==> src/rtl/dso_cfg_regs_pkg.sv <==
// Shared constants for the DSO configuration register block: block map,
// control-register lane/bit positions and parameter legality checks.
package dso_cfg_regs_pkg;

  localparam logic [5:0] BLK_FIFO    = 6'd0;
  localparam logic [5:0] BLK_DIV     = 6'd1;
  localparam logic [5:0] BLK_POS     = 6'd2;
  localparam logic [5:0] BLK_CTRL    = 6'd3;
  localparam logic [5:0] BLK_CH_BASE = 6'd4;

  localparam logic [1:0] CTRL_LANE_HOLD    = 2'd0;
  localparam logic [1:0] CTRL_LANE_OVF_CLR = 2'd1;
  localparam logic [1:0] CTRL_LANE_ZERO    = 2'd2;
  localparam int         CTRL_HOLD_BIT     = 0;
  localparam int         CTRL_OVF_CLR_BIT  = 0;

  // Channel c owns two consecutive blocks: trigger value, then slope/source.
  function automatic logic [5:0] ch_val_blk(input int c);
    return 6'(int'(BLK_CH_BASE) + 2 * c);
  endfunction

  function automatic logic [5:0] ch_cfg_blk(input int c);
    return 6'(int'(BLK_CH_BASE) + 2 * c + 1);
  endfunction

  function automatic bit legal_ch_num(input int n);
    return (n >= 1) && (n <= 4);
  endfunction

  function automatic bit legal_div_w(input int w);
    return (w == 8) || (w == 16) || (w == 24);
  endfunction

  function automatic bit legal_val_w(input int w);
    return (w == 8) || (w == 16);
  endfunction

  function automatic bit legal_fifo_depth(input int d);
    return (d >= 4) && (d <= 64) && ((d & (d - 1)) == 0);
  endfunction

endpackage

==> src/rtl/dso_cmd_fifo.sv <==
// Byte-wide first-word-fall-through command FIFO. Pointers carry one extra
// wrap bit so that full and empty are distinguishable.
module dso_cmd_fifo #(
  parameter int DEPTH = 16
) (
  input  logic                     clk,
  input  logic                     rst,
  input  logic                     push,
  input  logic [7:0]               data,
  input  logic                     pop,
  output logic [7:0]               head,
  output logic [$clog2(DEPTH):0]   count,
  output logic                     full,
  output logic                     empty
);
  localparam int AW = $clog2(DEPTH);

  logic [AW:0] wr_ptr;
  logic [AW:0] rd_ptr;
  logic [7:0]  mem [DEPTH];
  logic        do_push;
  logic        do_pop;

  assign empty   = (wr_ptr == rd_ptr);
  assign full    = (wr_ptr[AW] != rd_ptr[AW]) && (wr_ptr[AW-1:0] == rd_ptr[AW-1:0]);
  assign count   = wr_ptr - rd_ptr;
  assign do_pop  = pop && !empty;
  // A pop in the same cycle frees the slot, so a push to a full FIFO still lands.
  assign do_push = push && (!full || do_pop);
  assign head    = mem[rd_ptr[AW-1:0]];

  // Pointer update; wrap is implicit in the AW+1 bit arithmetic.
  always_ff @(posedge clk or posedge rst) begin
    if (rst) begin
      wr_ptr <= '0;
      rd_ptr <= '0;
    end else begin
      if (do_push) wr_ptr <= wr_ptr + 1'b1;
      if (do_pop)  rd_ptr <= rd_ptr + 1'b1;
    end
  end

  // Storage array; contents are don't-care while empty so no reset.
  always_ff @(posedge clk) begin
    if (do_push) mem[wr_ptr[AW-1:0]] <= data;
  end

endmodule

==> src/rtl/dso_cfg_regs.sv <==
// DSO configuration registers: byte-addressed staged/active register pairs,
// hold-and-release commit, set-zero pulse and a command byte FIFO.
module dso_cfg_regs
  import dso_cfg_regs_pkg::*;
#(
  parameter int CH_NUM     = 2,
  parameter int DIV_W      = 24,
  parameter int VAL_W      = 16,
  parameter int FIFO_DEPTH = 16
) (
  input  logic                  core_clk,
  input  logic                  core_rst,
  input  logic                  wr_en,
  input  logic [7:0]            addr,
  input  logic [7:0]            wdata,
  output logic [7:0]            rdata,
  output logic [7:0]            cmd_data,
  output logic                  cmd_valid,
  input  logic                  cmd_ready,
  output logic                  cmd_overflow,
  output logic [DIV_W-1:0]      dso_sampleDivider,
  output logic [DIV_W-1:0]      dso_triggerPos,
  output logic [CH_NUM*VAL_W-1:0] dso_triggerValue,
  output logic [CH_NUM*8-1:0]   dso_triggerSlope,
  output logic [CH_NUM*8-1:0]   dso_triggerSource,
  output logic                  dso_setZero,
  output logic                  cfg_update
);
  localparam int DIV_B = DIV_W / 8;
  localparam int VAL_B = VAL_W / 8;
  localparam int CW    = $clog2(FIFO_DEPTH) + 1;

  if (!(legal_ch_num(CH_NUM) && legal_div_w(DIV_W) && legal_val_w(VAL_W) &&
        legal_fifo_depth(FIFO_DEPTH))) begin : g_bad_param
    $error("dso_cfg_regs: illegal parameter combination");
  end

  logic [5:0]       blk;
  logic [1:0]       lane;
  logic             ctrl_wr;
  logic             release_hold;
  logic             any_pend;
  logic             fifo_push;
  logic             fifo_full;
  logic             fifo_empty;
  logic [CW-1:0]    fifo_count;

  logic [DIV_W-1:0] div_stg, div_nxt, div_act, pos_stg, pos_nxt, pos_act;
  logic [VAL_W-1:0] val_stg [CH_NUM];
  logic [VAL_W-1:0] val_nxt [CH_NUM];
  logic [VAL_W-1:0] val_act [CH_NUM];
  logic [7:0]       slope_stg [CH_NUM];
  logic [7:0]       slope_nxt [CH_NUM];
  logic [7:0]       slope_act [CH_NUM];
  logic [7:0]       src_stg [CH_NUM];
  logic [7:0]       src_nxt [CH_NUM];
  logic [7:0]       src_act [CH_NUM];

  logic              div_cmt, pos_cmt, div_pend, pos_pend;
  logic [CH_NUM-1:0] val_cmt, cfg_cmt, val_pend, cfg_pend;
  logic              hold;

  assign blk          = addr[7:2];
  assign lane         = addr[1:0];
  assign ctrl_wr      = wr_en && (blk == BLK_CTRL);
  assign release_hold = ctrl_wr && (lane == CTRL_LANE_HOLD) && hold && !wdata[CTRL_HOLD_BIT];
  assign any_pend     = div_pend || pos_pend || (|val_pend) || (|cfg_pend);
  assign fifo_push    = wr_en && (blk == BLK_FIFO);
  assign cmd_valid    = !fifo_empty;

  dso_cmd_fifo #(.DEPTH(FIFO_DEPTH)) u_fifo (
    .clk   (core_clk),
    .rst   (core_rst),
    .push  (fifo_push),
    .data  (wdata),
    .pop   (cmd_ready),
    .head  (cmd_data),
    .count (fifo_count),
    .full  (fifo_full),
    .empty (fifo_empty)
  );

  // Next staged contents with the written byte merged in, plus commit-lane decode.
  always_comb begin
    div_nxt   = div_stg;
    pos_nxt   = pos_stg;
    val_nxt   = val_stg;
    slope_nxt = slope_stg;
    src_nxt   = src_stg;
    div_cmt   = 1'b0;
    pos_cmt   = 1'b0;
    val_cmt   = '0;
    cfg_cmt   = '0;
    if (wr_en) begin
      for (int b = 0; b < DIV_B; b++) begin
        if (int'(lane) == b && blk == BLK_DIV) div_nxt[b*8 +: 8] = wdata;
        if (int'(lane) == b && blk == BLK_POS) pos_nxt[b*8 +: 8] = wdata;
      end
      div_cmt = (blk == BLK_DIV) && (int'(lane) == DIV_B - 1);
      pos_cmt = (blk == BLK_POS) && (int'(lane) == DIV_B - 1);
      for (int c = 0; c < CH_NUM; c++) begin
        for (int b = 0; b < VAL_B; b++) begin
          if (int'(lane) == b && blk == ch_val_blk(c)) val_nxt[c][b*8 +: 8] = wdata;
        end
        val_cmt[c] = (blk == ch_val_blk(c)) && (int'(lane) == VAL_B - 1);
        if (blk == ch_cfg_blk(c) && lane == 2'd0) slope_nxt[c] = wdata;
        if (blk == ch_cfg_blk(c) && lane == 2'd1) src_nxt[c]   = wdata;
        cfg_cmt[c] = (blk == ch_cfg_blk(c)) && (lane == 2'd1);
      end
    end
  end

  // Staged copies track every lane write.
  always_ff @(posedge core_clk or posedge core_rst) begin
    if (core_rst) begin
      div_stg <= '0;
      pos_stg <= '0;
      for (int c = 0; c < CH_NUM; c++) begin
        val_stg[c]   <= '0;
        slope_stg[c] <= '0;
        src_stg[c]   <= '0;
      end
    end else begin
      div_stg   <= div_nxt;
      pos_stg   <= pos_nxt;
      val_stg   <= val_nxt;
      slope_stg <= slope_nxt;
      src_stg   <= src_nxt;
    end
  end

  // Active copies: direct commit when not held, otherwise mark pending and flush on release.
  always_ff @(posedge core_clk or posedge core_rst) begin
    if (core_rst) begin
      div_act    <= '0;
      pos_act    <= '0;
      div_pend   <= 1'b0;
      pos_pend   <= 1'b0;
      val_pend   <= '0;
      cfg_pend   <= '0;
      cfg_update <= 1'b0;
      for (int c = 0; c < CH_NUM; c++) begin
        val_act[c]   <= '0;
        slope_act[c] <= '0;
        src_act[c]   <= '0;
      end
    end else begin
      cfg_update <= 1'b0;
      if (release_hold) begin
        if (div_pend) div_act <= div_stg;
        if (pos_pend) pos_act <= pos_stg;
        for (int c = 0; c < CH_NUM; c++) begin
          if (val_pend[c]) val_act[c] <= val_stg[c];
          if (cfg_pend[c]) begin
            slope_act[c] <= slope_stg[c];
            src_act[c]   <= src_stg[c];
          end
        end
        div_pend   <= 1'b0;
        pos_pend   <= 1'b0;
        val_pend   <= '0;
        cfg_pend   <= '0;
        cfg_update <= any_pend;
      end
      if (div_cmt) begin
        if (hold) div_pend <= 1'b1;
        else begin div_act <= div_nxt; cfg_update <= 1'b1; end
      end
      if (pos_cmt) begin
        if (hold) pos_pend <= 1'b1;
        else begin pos_act <= pos_nxt; cfg_update <= 1'b1; end
      end
      for (int c = 0; c < CH_NUM; c++) begin
        if (val_cmt[c]) begin
          if (hold) val_pend[c] <= 1'b1;
          else begin val_act[c] <= val_nxt[c]; cfg_update <= 1'b1; end
        end
        if (cfg_cmt[c]) begin
          if (hold) cfg_pend[c] <= 1'b1;
          else begin
            slope_act[c] <= slope_nxt[c];
            src_act[c]   <= src_nxt[c];
            cfg_update   <= 1'b1;
          end
        end
      end
    end
  end

  // Control register: hold bit, sticky overflow with write-1-to-clear, set-zero pulse.
  always_ff @(posedge core_clk or posedge core_rst) begin
    if (core_rst) begin
      hold         <= 1'b0;
      cmd_overflow <= 1'b0;
      dso_setZero  <= 1'b0;
    end else begin
      if (ctrl_wr && lane == CTRL_LANE_HOLD) hold <= wdata[CTRL_HOLD_BIT];
      if (fifo_push && fifo_full && !cmd_ready) cmd_overflow <= 1'b1;
      else if (ctrl_wr && lane == CTRL_LANE_OVF_CLR && wdata[CTRL_OVF_CLR_BIT])
        cmd_overflow <= 1'b0;
      dso_setZero <= ctrl_wr && (lane == CTRL_LANE_ZERO);
    end
  end

  // Active copies packed onto the output buses.
  always_comb begin
    dso_sampleDivider = div_act;
    dso_triggerPos    = pos_act;
    dso_triggerValue  = '0;
    dso_triggerSlope  = '0;
    dso_triggerSource = '0;
    for (int c = 0; c < CH_NUM; c++) begin
      dso_triggerValue[c*VAL_W +: VAL_W] = val_act[c];
      dso_triggerSlope[c*8 +: 8]         = slope_act[c];
      dso_triggerSource[c*8 +: 8]        = src_act[c];
    end
  end

  // Readback of the staged byte at addr; unmapped locations read as zero.
  always_comb begin
    rdata = 8'h00;
    if (blk == BLK_FIFO) rdata = {cmd_overflow, 1'b0, 6'(fifo_count)};
    if (blk == BLK_CTRL && lane == CTRL_LANE_HOLD) rdata = {7'b0, hold};
    for (int b = 0; b < DIV_B; b++) begin
      if (int'(lane) == b && blk == BLK_DIV) rdata = div_stg[b*8 +: 8];
      if (int'(lane) == b && blk == BLK_POS) rdata = pos_stg[b*8 +: 8];
    end
    for (int c = 0; c < CH_NUM; c++) begin
      for (int b = 0; b < VAL_B; b++) begin
        if (int'(lane) == b && blk == ch_val_blk(c)) rdata = val_stg[c][b*8 +: 8];
      end
      if (blk == ch_cfg_blk(c) && lane == 2'd0) rdata = slope_stg[c];
      if (blk == ch_cfg_blk(c) && lane == 2'd1) rdata = src_stg[c];
    end
  end

endmodule
==> config.mk <==
export PLATFORM = sky130hd
export DESIGN_NAME = dso_cfg_regs
export DESIGN_NICKNAME = d
export VERILOG_FILES = /design/src/rtl/dso_cfg_regs_pkg.sv /design/src/rtl/dso_cmd_fifo.sv /design/src/rtl/dso_cfg_regs.sv
export SDC_FILE = /design/constraint.sdc
export NUM_CORES = 1
export LEC_CHECK = 0
export ABC_CLOCK_PERIOD_IN_PS = 8450
export BUFFER_PORTS_ARGS = -buffer_cell sky130_fd_sc_hd__buf_4
export CAP_MARGIN = 20
export CORE_ASPECT_RATIO = 1.5
export CORE_MARGIN = 10
export CORE_UTILIZATION = 40
export CTS_CLUSTER_DIAMETER = 150
export CTS_CLUSTER_SIZE = 40
export DETAILED_ROUTE_END_ITERATION = 16
export GPL_TIMING_DRIVEN = 0
export PLACE_DENSITY = 0.67
export SYNTH_ARGS = -nofsm -noshare
export SYNTH_HDL_FRONTEND = slang
export SYNTH_HIERARCHICAL = 1
export SYNTH_SLANG_ARGS = --single-unit
==> constraint.sdc <==
create_clock -name core_clk -period 8.45 [get_ports core_clk]
set_input_delay 0.845 -clock core_clk [delete_from_list [all_inputs] [get_ports core_clk]]
set_output_delay 0.845 -clock core_clk [all_outputs]
set_load 0.02 [all_outputs]
==> flow_metrics.tcl <==
set metrics [dict create \
    tritoncts "done" \
    yosys_register_bits 372 \
    timing.final.crit_period_ns 5.10 \
    pre_cts_ws_ns 3.67 \
    wl_um 51200 \
    rsz0062_at_grt "no" \
    die_area_um2 50600 \
    ctsHtreeMaxLevel 1 \
    area_growth_pct 13.5 \
    yosysSeqAreaShare_pct 59.5 \
    synth_nets 1252 \
    diodes 0 \
    grt_pass1_vias 11300 \
    die_w_um 187 \
    grt_overflow 0 \
    cts.sinks 372 \
    seqCellArea_um2 9950 \
    antenna_left 0 \
    multi_input_area_um2 6340 \
    cp_slowest_cell "o21ai_0" \
    insertion_delay_ns 0.55 \
    num_vias 11100 \
    setup-violations-final 0 \
    synthArstFlopShare_pct 65.6 \
    route.met2.wl_um 26600 \
    ir_drop_v 0.000143 \
    synthCells 1222 \
    critPathKind "flop to primary output" \
    fin_worst_skew_ns 0.0585 \
    cp.required_ns 7.61 \
    top_layer "met4" \
    p_leak_nw 8.58 \
    cp.arrival_ns 4.25 \
    clock_path_buffers 3 \
    cp_cell_sequence "buf_2, clkbuf_1, inv_1, fa_1, a21o_1, a21oi_1, xnor2_1, nand2b_1, o31ai_1, a32o_1, o21ai_0, o211ai_1, buf_4" \
    clk_pin_slew_ns 0.14 \
    fin_crit_sh_pct 60.3 \
    wl_met3_um 2260 \
    route.detailed.drc 0 \
    rows 91 \
    synthFlopType "dfrtp_1" \
    status "complete, no violations" \
    startpoint_type "flop" \
    grt_max_degree 124 \
    portBuffers 150 \
    relSlewSlack_pct 21.8 \
    end_kind "primary output" \
    rr_startpoint "u_fifo/rd_ptr[1]$_DFFE_PP0P_" \
    nNetsFinal 1421 \
    synth_area_um2 16700 \
    crit_start "u_fifo/rd_ptr[1]$_DFFE_PP0P_" \
    drive_gt1_share_pct 29.4 \
    setup_tns_ns 0 \
    tightestPinTransition_ns 1.17 \
    wl_per_cell_um 26.2 \
    finalHoldViolations 0 \
    antenna_found_initial 0 \
    hold_path_class "input pin to asynchronous set/reset pin" \
    core_area_um2 41200 \
    first_pass_iters 6 \
    io_pins 152 \
    fmax_mhz 196 \
    nFillCells 3782 \
    viasPerCell 5.66 \
    place.detailed.hpwl_um 38100 \
    fin_ws_ns 3.35 \
    gp_congestion 0.945 \
    grt_first_pass_wirelength_um 75100 \
    max_stage_delay_ns 0.58 \
    postCtsSetupRepairBufs 0 \
    cap_violations 0 \
    initial_core_util_pct 40.6 \
    ctsResizeCount 0 \
    avgSynthCellArea_um2 13.7 \
    grtUsageTotal_pct 19.6 \
    power_density_nw_per_um2 197 \
    drt-initial-drc-count 1047 \
    synth_cell_types 82 \
    met1_length_um 19700 \
    synth_edf_count 128 \
    yosys_warnings 6 \
    drv_slew 0 \
    root_buffer "clkbuf_16" \
    cts_buffers 13 \
    cts_hold_buffers 0 \
    dieHeight_um 270 \
    cp_max_fo 10 \
]
## worst max-delay path: cells and delay by family (launching register included)
family / cells / cell delay, ns
compound gates: 6 / 1.57
xor+xnor: 1 / 0.12
flops: 1 / 0.38
buf+inv: 4 / 1.06
simple gates: 1 / 0.12
fa+ha+maj: 1 / 0.47
## area by class of cell
class | count | share of cell area, %
inverters | 18 | 0.395
multi-input cells | 753 | 33.4
well taps | 558 | 3.68
plain buffers | 79 | 1.98
clock buffers | 18 | 1.81
repair buffers | 154 | 6.19
clock inverters | 2 | 0.204
flip-flops and latches | 372 | 52.4
## cell usage in the layout, fill, tap and decap left out, types with 14 or more instances in the layout
| cell type | n |
|---|---|
| a21oi_1 | 53 |
| a22oi_1 | 14 |
| buf_4 | 156 |
| clkbuf_1 | 58 |
| dfrtp_1 | 244 |
| edfxtp_1 | 128 |
| inv_1 | 16 |
| mux2_1 | 18 |
| mux2_2 | 177 |
| mux2i_1 | 76 |
| mux4_1 | 16 |
| nand2_1 | 51 |
| nand3_1 | 23 |
| nor2_1 | 65 |
| o21ai_0 | 46 |
## synth_stat cells, drive strengths merged, types with 4 or more instances
cell type | n | share of area (%)
nor4 | 7 | 0.26
o22ai | 11 | 0.41
nor3 | 17 | 0.63
and2 | 4 | 0.15
nand3 | 26 | 0.91
mux2i | 76 | 4.5
xnor2 | 10 | 0.52
nand4 | 14 | 0.56
nor2 | 71 | 1.8
buf | 24 | 0.98
nand2b | 11 | 0.41
a221oi | 5 | 0.26
ha | 9 | 0.67
a32oi | 8 | 0.42
a32o | 6 | 0.36
edfxtp | 128 | 23
clkbuf | 55 | 1.3
mux2 | 197 | 13
a22o | 4 | 0.21
mux4 | 24 | 3.6
a211oi | 4 | 0.18
dfrtp | 244 | 36
o21ai | 56 | 1.7
a22oi | 14 | 0.63
nand4b | 4 | 0.21
inv | 18 | 0.40
a21oi | 53 | 1.6
and3 | 9 | 0.34
a21o | 4 | 0.18
o211ai | 6 | 0.27
nand2 | 56 | 1.3
nor2b | 5 | 0.19
## logic make-up (layout without fill, tap and decap cells)
logic type	after synthesis	in the layout	share of synthesized area [%]
compound gates	192	192	7.26
simple gates	242	242	7.77
fa+ha+maj	10	10	0.793
mux	297	297	21.4
flops	372	372	59.5
buf+inv	97	271	2.65
xor+xnor	12	12	0.628
## path summary, 6_finish.rpt
kind | slack, ns | endpoint | cells past startpoint
worst max register to register | 5.16 | u_fifo/mem[2][5]$_DFFE_PP_ | 9
worst min register to register | 0.51 | u_fifo/wr_ptr[4]$_DFFE_PP0P_ | 1
min in group core_clk | 0.51 | u_fifo/wr_ptr[4]$_DFFE_PP0P_ | 1
max in group asynchronous | 6.92 | dso_sampleDivider[21]$_DFF_PP0_ | 3
worst min-delay path | 0.31 | u_fifo/rd_ptr[4]$_DFFE_PP0P_ | 2
worst max-delay path | 3.35 | rdata[4] | 13
## flip-flops by register name, indices dropped and copies added, names as in the netlist, 2 cells and up
name and cells:
slope_stg 16, cfg_pend 2, div_stg 24, u_fifo/mem 128, val_stg 32, dso_triggerSlope 16, val_pend 2, dso_sampleDivider 24
dso_triggerPos 24, dso_triggerValue 32, pos_stg 24, u_fifo/wr_ptr 5, dso_triggerSource 16, src_stg 16, u_fifo/rd_ptr 5
## report_power, final
group | internal, W | switching [W]
Clock | 0.000301 | 0.000541
Sequential | 0.00192 | 0.0000610
Combinational | 0.000373 | 0.000533
Total | 0.00260 | 0.00113
## routing by layer
| metal | track usage, % | vias up |
|---|---|---|
| li1 | - | 4906 |
| met1 | 23.0 | 5651 |
| met2 | 35.0 | 404 |
| met3 | 2.11 | 93 |
| met4 | 9.81 | 0 |
| met5 | 0 | - |
## stage by stage
stage                     utilization [%]  cell area (µm²)  cells  total power [W]  hold WS (ns)
after floorplan                         -            16700   1222          0.00259         0.466
after global placement               45.0            18600   1930          0.00292         0.479
after detailed placement             45.1            18600   1931          0.00294         0.483
after CTS                            46.0            19000   1951          0.00378         0.298
after global routing                 46.1            19000   1954          0.00389         0.325
final                                46.1            19000   1954          0.00373         0.310
Note: power is estimated with default switching activity, not from simulation.
